`src/rtl/vmem_pkg.sv`:
```
// Shared types and defaults for the vector memory sequencer.
package vmem_pkg;

   typedef enum logic [1:0] {
      IDLE   = 2'd0,
      ACCESS = 2'd1,
      COMMIT = 2'd2
   } vmem_state_t;

   localparam int unsigned DEF_LANES  = 4;
   localparam int unsigned DEF_DATA_W = 32;
   localparam int unsigned LANE_BYTES = DEF_DATA_W / 8;

   function automatic int unsigned lane_bytes(input int unsigned data_w);
      return data_w / 8;
   endfunction

endpackage

```
`src/rtl/vmem_lane_buf.sv`:
```
// Per-lane capture registers for vector loads, presented as one flat vector.
module vmem_lane_buf
   import vmem_pkg::*;
#(
   parameter int unsigned LANES  = DEF_LANES,
   parameter int unsigned DATA_W = DEF_DATA_W,
   parameter int unsigned IDX_W  = (LANES > 1) ? $clog2(LANES) : 1
) (
   input  logic                    clk,
   input  logic                    rst_n,
   input  logic                    clr,
   input  logic                    we,
   input  logic [IDX_W-1:0]        idx,
   input  logic [DATA_W-1:0]       wdata,
   output logic [LANES*DATA_W-1:0] vdst
);

   logic [DATA_W-1:0] lanes_q [LANES];

   always_ff @(posedge clk or negedge rst_n) begin
      if (!rst_n) begin
         for (int unsigned i = 0; i < LANES; i++) lanes_q[i] <= '0;
      end else if (clr) begin
         for (int unsigned i = 0; i < LANES; i++) lanes_q[i] <= '0;
      end else if (we) begin
         lanes_q[idx] <= wdata;
      end
   end

   always_comb begin
      vdst = '0;
      for (int unsigned i = 0; i < LANES; i++) vdst[i*DATA_W +: DATA_W] = lanes_q[i];
   end

endmodule

```
`src/rtl/vmem_sequencer.sv`:
```
// Multicycle vld/vst sequencer: one lane access per memory handshake, single vector commit.
// Optional per-lane masking is enabled by defining VMEM_LANE_MASK_EN.
module vmem_sequencer
   import vmem_pkg::*;
#(
   parameter int unsigned LANES  = DEF_LANES,
   parameter int unsigned DATA_W = DEF_DATA_W,
   parameter int unsigned ADDR_W = 32
) (
   input  logic                    clk,
   input  logic                    rst_n,
   input  logic                    start,
   input  logic                    is_store,
   input  logic [ADDR_W-1:0]       base_addr,
   input  logic [LANES*DATA_W-1:0] vsrc,
`ifdef VMEM_LANE_MASK_EN
   input  logic [LANES-1:0]        lane_mask,
`endif
   output logic                    stall,
   output logic                    mem_req,
   output logic                    mem_we,
   output logic [ADDR_W-1:0]       mem_addr,
   output logic [DATA_W-1:0]       mem_wdata,
   input  logic                    mem_ack,
   input  logic [DATA_W-1:0]       mem_rdata,
   output logic [LANES*DATA_W-1:0] vdst,
   output logic                    vdst_we,
   output logic                    done
);

   localparam int unsigned      IDX_W = (LANES > 1) ? $clog2(LANES) : 1;
   localparam int unsigned      LB    = lane_bytes(DATA_W);
   localparam logic [IDX_W-1:0] LAST  = IDX_W'(LANES - 1);

   vmem_state_t               state;
   logic [IDX_W-1:0]          idx;
   logic                      store_q;
   logic [ADDR_W-1:0]         base_q;
   logic [LANES*DATA_W-1:0]   vsrc_q;

   logic                      in_idle, in_access, in_commit;
   logic                      lane_last, none;
   logic [IDX_W-1:0]          lane_next, lane_first;

`ifdef VMEM_LANE_MASK_EN
   logic [LANES-1:0]          mask_q;

   // First set lane of the incoming mask, and next set lane above idx in the latched mask.
   always_comb begin
      lane_first = '0;
      none       = 1'b1;
      lane_next  = '0;
      lane_last  = 1'b1;
      for (int unsigned k = 0; k < LANES; k++) begin
         if (none && lane_mask[k]) begin
            none       = 1'b0;
            lane_first = IDX_W'(k);
         end
         if (lane_last && (k > 32'(idx)) && mask_q[k]) begin
            lane_last = 1'b0;
            lane_next = IDX_W'(k);
         end
      end
   end
`else
   assign lane_first = '0;
   assign none       = 1'b0;
   assign lane_next  = idx + 1'b1;
   assign lane_last  = (idx == LAST);
`endif

   always_ff @(posedge clk or negedge rst_n) begin
      if (!rst_n) begin
         state   <= IDLE;
         idx     <= '0;
         store_q <= 1'b0;
         base_q  <= '0;
         vsrc_q  <= '0;
`ifdef VMEM_LANE_MASK_EN
         mask_q  <= '0;
`endif
      end else begin
         case (state)
            IDLE: begin
               if (start) begin
                  store_q <= is_store;
                  base_q  <= base_addr;
                  vsrc_q  <= vsrc;
                  idx     <= lane_first;
`ifdef VMEM_LANE_MASK_EN
                  mask_q  <= lane_mask;
`endif
                  state   <= none ? COMMIT : ACCESS;
               end
            end
            ACCESS: begin
               if (mem_ack) begin
                  if (lane_last) state <= COMMIT;
                  else           idx   <= lane_next;
               end
            end
            COMMIT:  state <= IDLE;
            default: state <= IDLE;
         endcase
      end
   end

   assign in_idle   = (state == IDLE);
   assign in_access = (state == ACCESS);
   assign in_commit = (state == COMMIT);

   // rst_n gates stall so every output is low while reset is held.
   assign stall     = rst_n & ((in_idle & start) | in_access);
   assign mem_req   = in_access;
   assign mem_we    = in_access & store_q;
   assign mem_addr  = in_access ? (base_q + ADDR_W'(idx) * ADDR_W'(LB)) : '0;
   assign mem_wdata = in_access ? vsrc_q[idx*DATA_W +: DATA_W] : '0;
   assign done      = in_commit;
   assign vdst_we   = in_commit & ~store_q;

   vmem_lane_buf #(
      .LANES  (LANES),
      .DATA_W (DATA_W),
      .IDX_W  (IDX_W)
   ) u_buf (
      .clk   (clk),
      .rst_n (rst_n),
      .clr   (in_idle & start & ~is_store),
      .we    (in_access & mem_ack & ~store_q),
      .idx   (idx),
      .wdata (mem_rdata),
      .vdst  (vdst)
   );

endmodule
```
`config.mk`:
```
export PLATFORM = sky130hd
export DESIGN_NAME = vmem_sequencer
export DESIGN_NICKNAME = d
export VERILOG_FILES = /design/src/rtl/vmem_pkg.sv /design/src/rtl/vmem_lane_buf.sv /design/src/rtl/vmem_sequencer.sv
export SDC_FILE = /design/constraint.sdc
export NUM_CORES = 1
export LEC_CHECK = 0
export BUFFER_PORTS_ARGS = -buffer_cell sky130_fd_sc_hd__buf_4
export CAP_MARGIN = 20
export CORE_UTILIZATION = 30
export CTS_CLUSTER_DIAMETER = 50
export DETAILED_ROUTE_END_ITERATION = 16
export PLACE_DENSITY = 0.6
export SKIP_LAST_GASP = 1
export SLEW_MARGIN = 20
export SYNTH_ARGS = -nofsm -noshare
export SYNTH_HDL_FRONTEND = slang
export SYNTH_HIERARCHICAL = 1
export SYNTH_SLANG_ARGS = --single-unit
export TNS_END_PERCENT = 10
```
`constraint.sdc`:
```
create_clock -name clk -period 5.1 [get_ports clk]
set_clock_uncertainty 0.1 [all_clocks]
set_input_delay 0.255 -clock clk [delete_from_list [all_inputs] [get_ports clk]]
set_output_delay 0.255 -clock clk [all_outputs]
set_load 0.02 [all_outputs]
```
==> results_dict.tcl <==
set metrics [dict create \
    outcome "completed" \
    power_leakage_uw 0.0105 \
    ys_types 40 \
    arrival_ns 3.17 \
    vias_per_cell 4.61 \
    synth-edff-count 0 \
    grt_pass1_wl_um 68800 \
    relSlewSlack 0.284 \
    area_growth_pct 49.0 \
    crit_fanout 15 \
    drc_errors 0 \
    max_slew.worst_pin.slew_ns 1.07 \
    synth_top_area_share 0.536 \
    drive_above_1_share 0.262 \
    hold_path.class "in -> reg" \
    seq_area_frac_synth 0.536 \
    nets 2128 \
    die_x_um 216 \
    powerDensity_nw_per_um2 576 \
    clockRootBuffer "clkbuf_16" \
    grt_usage 0.186 \
    place_congestion 0.853 \
    critPathLaunchType "flip-flop" \
    yosysTopAreaCell "dfrtp_1" \
    synth_common_cells "499 x nand2_1, 293 x dfrtp_1, 166 x nand2b_1, 133 x mux2i_1, 68 x clkbuf_1" \
    die_y_um 216 \
    synthFlopType "dfrtp_1" \
    clkSinkCount 293 \
    cts_buffers 41 \
    async_reset_ff_frac 1.00 \
    setup.worst_path.end_class "output port" \
    initial_core_util 0.307 \
    maxSlewViolCount 0 \
    grt_max_degree 151 \
    port_buffers 393 \
    finalSetupViolCount 0 \
    ctsHtreeMaxLevel 2 \
    netlist_top_cells_area "dfrtp_1 54%, nand2_1 14%, mux2i_1 9.7%" \
    cp.buffers_inverters 1 \
    crit_type "reg -> out" \
    maxCapViolCount 0 \
    min_period_ns 3.52 \
    critPathMaxStageDelay_ns 0.68 \
    rows 77 \
    ys_ff_latch 293 \
    synthesis.nets 1568 \
    clockBufferDepth 3 \
    routedWlPerCell_um 17.0 \
    syn_inst 1367 \
    grt_overflow 0 \
    period_share 0.691 \
    dieArea_um2 46500 \
    syn_avg_cell_area_um2 10.0 \
    drt_iter0_markers 711 \
    drt_first_pass_iters 5 \
    hpwl_um 28300 \
    fmax_ghz 0.284 \
    ios 394 \
    required_ns 4.74 \
    cp_slowest_cell "or4_1" \
    yosysMostFrequentCell "nand2_1" \
    pre_cts_slack_ns 2.11 \
    dr_total_vias 11800 \
    setup-tns-final_ns 0 \
    ant_nets 0 \
    yosysWarnings 6 \
    crit_chain "ha_1, fa_1, and4_1, nand4_1, or4_1, a21oi_1, buf_4" \
    wl_um 43300 \
    antenna_found_initial 1 \
    clk_pin_slew_ns 0.06 \
    syn_area_um2 13700 \
    first_global_vias 12300 \
    rsz0062_at_grt "no" \
    tritoncts "done" \
    final.setup.worst_slack_ns 1.58 \
    core_um2 44600 \
    hold_violations 0 \
    post_cts_buffers 0 \
    irDropWorstVdd_uv 335 \
    clkLatencyLatePin_ns 0.53 \
    crit_family "simple AND/OR/NAND/NOR gates" \
]
-- per-layer routing --
layer,share of wire,global-route usage,vias to the layer above
li1,-,-,5557
met1,0.44,0.245,5676
met2,0.46,0.298,444
met3,0.068,0.0444,78
met4,0.026,0.0622,0
met5,0,0,-
-- report_power, final --
part	internal, uW	leakage [uW]	switching, uW	total [uW]
sequential	3310	0.00375	654	3960
clock	1540	0.000597	1060	2610
combinational	2290	0.00618	2880	5170
-- cells in the final DEF (no fill, tap or decap), drive strengths merged, types with 9 or more instances in the layout --
master and instances:
nor2 15, nand2b 166, inv 9, buf 408, dlygate4sd3 194, nand2 499
and2 40, clkbuf 56, mux2i 133, dfrtp 293, a21oi 14, nand3 9
mux4 32
-- per-stage QoR --
stage	util	std cells	power, uW	instance area, um^2	hold slack [ns]
2_1_floorplan	-	1367	6930	13700	-0.141
4_1_cts	0.456	2548	11800	20400	0.000752
3_5_place_dp	0.385	2281	9040	17200	0.0365
3_3_place_gp	0.385	2281	8940	17200	0.0310
5_1_grt	0.457	2550	12500	20400	0.0365
6_report	0.457	2550	11700	20400	0.0323
-- worst paths after layout --
path	from	endpoint	slack, ns	cells past startpoint
worst max-delay path	base_q[2]	mem_addr[24]	1.58	7
worst min-delay path	mem_rdata[15]	u_buf/vdst[15]	0.03	3
worst max register to register	state[0]	u_buf/vdst[67]	2.12	6
worst min register to register	base_q[1]	base_q[1]	0.36	2
max in group asynchronous	rst_n	vsrc_q[117]	3.58	3
min in group asynchronous	rst_n	u_buf/vdst[117]	0.08	2
-- worst reg2reg max path: cells and delay by family, from the launching register on --
family / cells / cell delay (ns)
flip-flops: 1 / 0.41
AND/OR/NAND/NOR: 4 / 1.76
multiplexers: 1 / 0.10
buffers and inverters: 1 / 0.47
-- what timing repair did --
item,in CTS,in global routing
resized for setup,0,0
hold buffers,194,0
hold endpoints to repair,420,0
-- flip-flops by register name (all words and copies together) (netlist names) --
| signal | flops |
|---|---|
| u_buf/vdst | 128 |
| vsrc_q | 128 |
| base_q | 32 |
| idx | 2 |
| state | 2 |
| store_q | 1 |
-- kinds of logic after synthesis --
group,synth area share
AOI/OAI and AO/OA,0.0143
xor gates and xnor gates,0.00704
adders and majority gates,0.00421
buffers and inverters,0.0277
DFF,0.536
muxes,0.150
and+or+nand+nor,0.261
-- cell type report --
type	instances	area (um^2)
Clock inverter	17	120
Fill cell	4148	24200
Multi-Input combinational cell	985	5990
Tap cell	592	741
Inverter	4	15.0
Clock buffer	56	1110
Sequential cell	293	7330
Antenna cell	1	2.50
Timing Repair Buffer	602	5060
No activity file was read; power rests on OpenSTA's default activity.
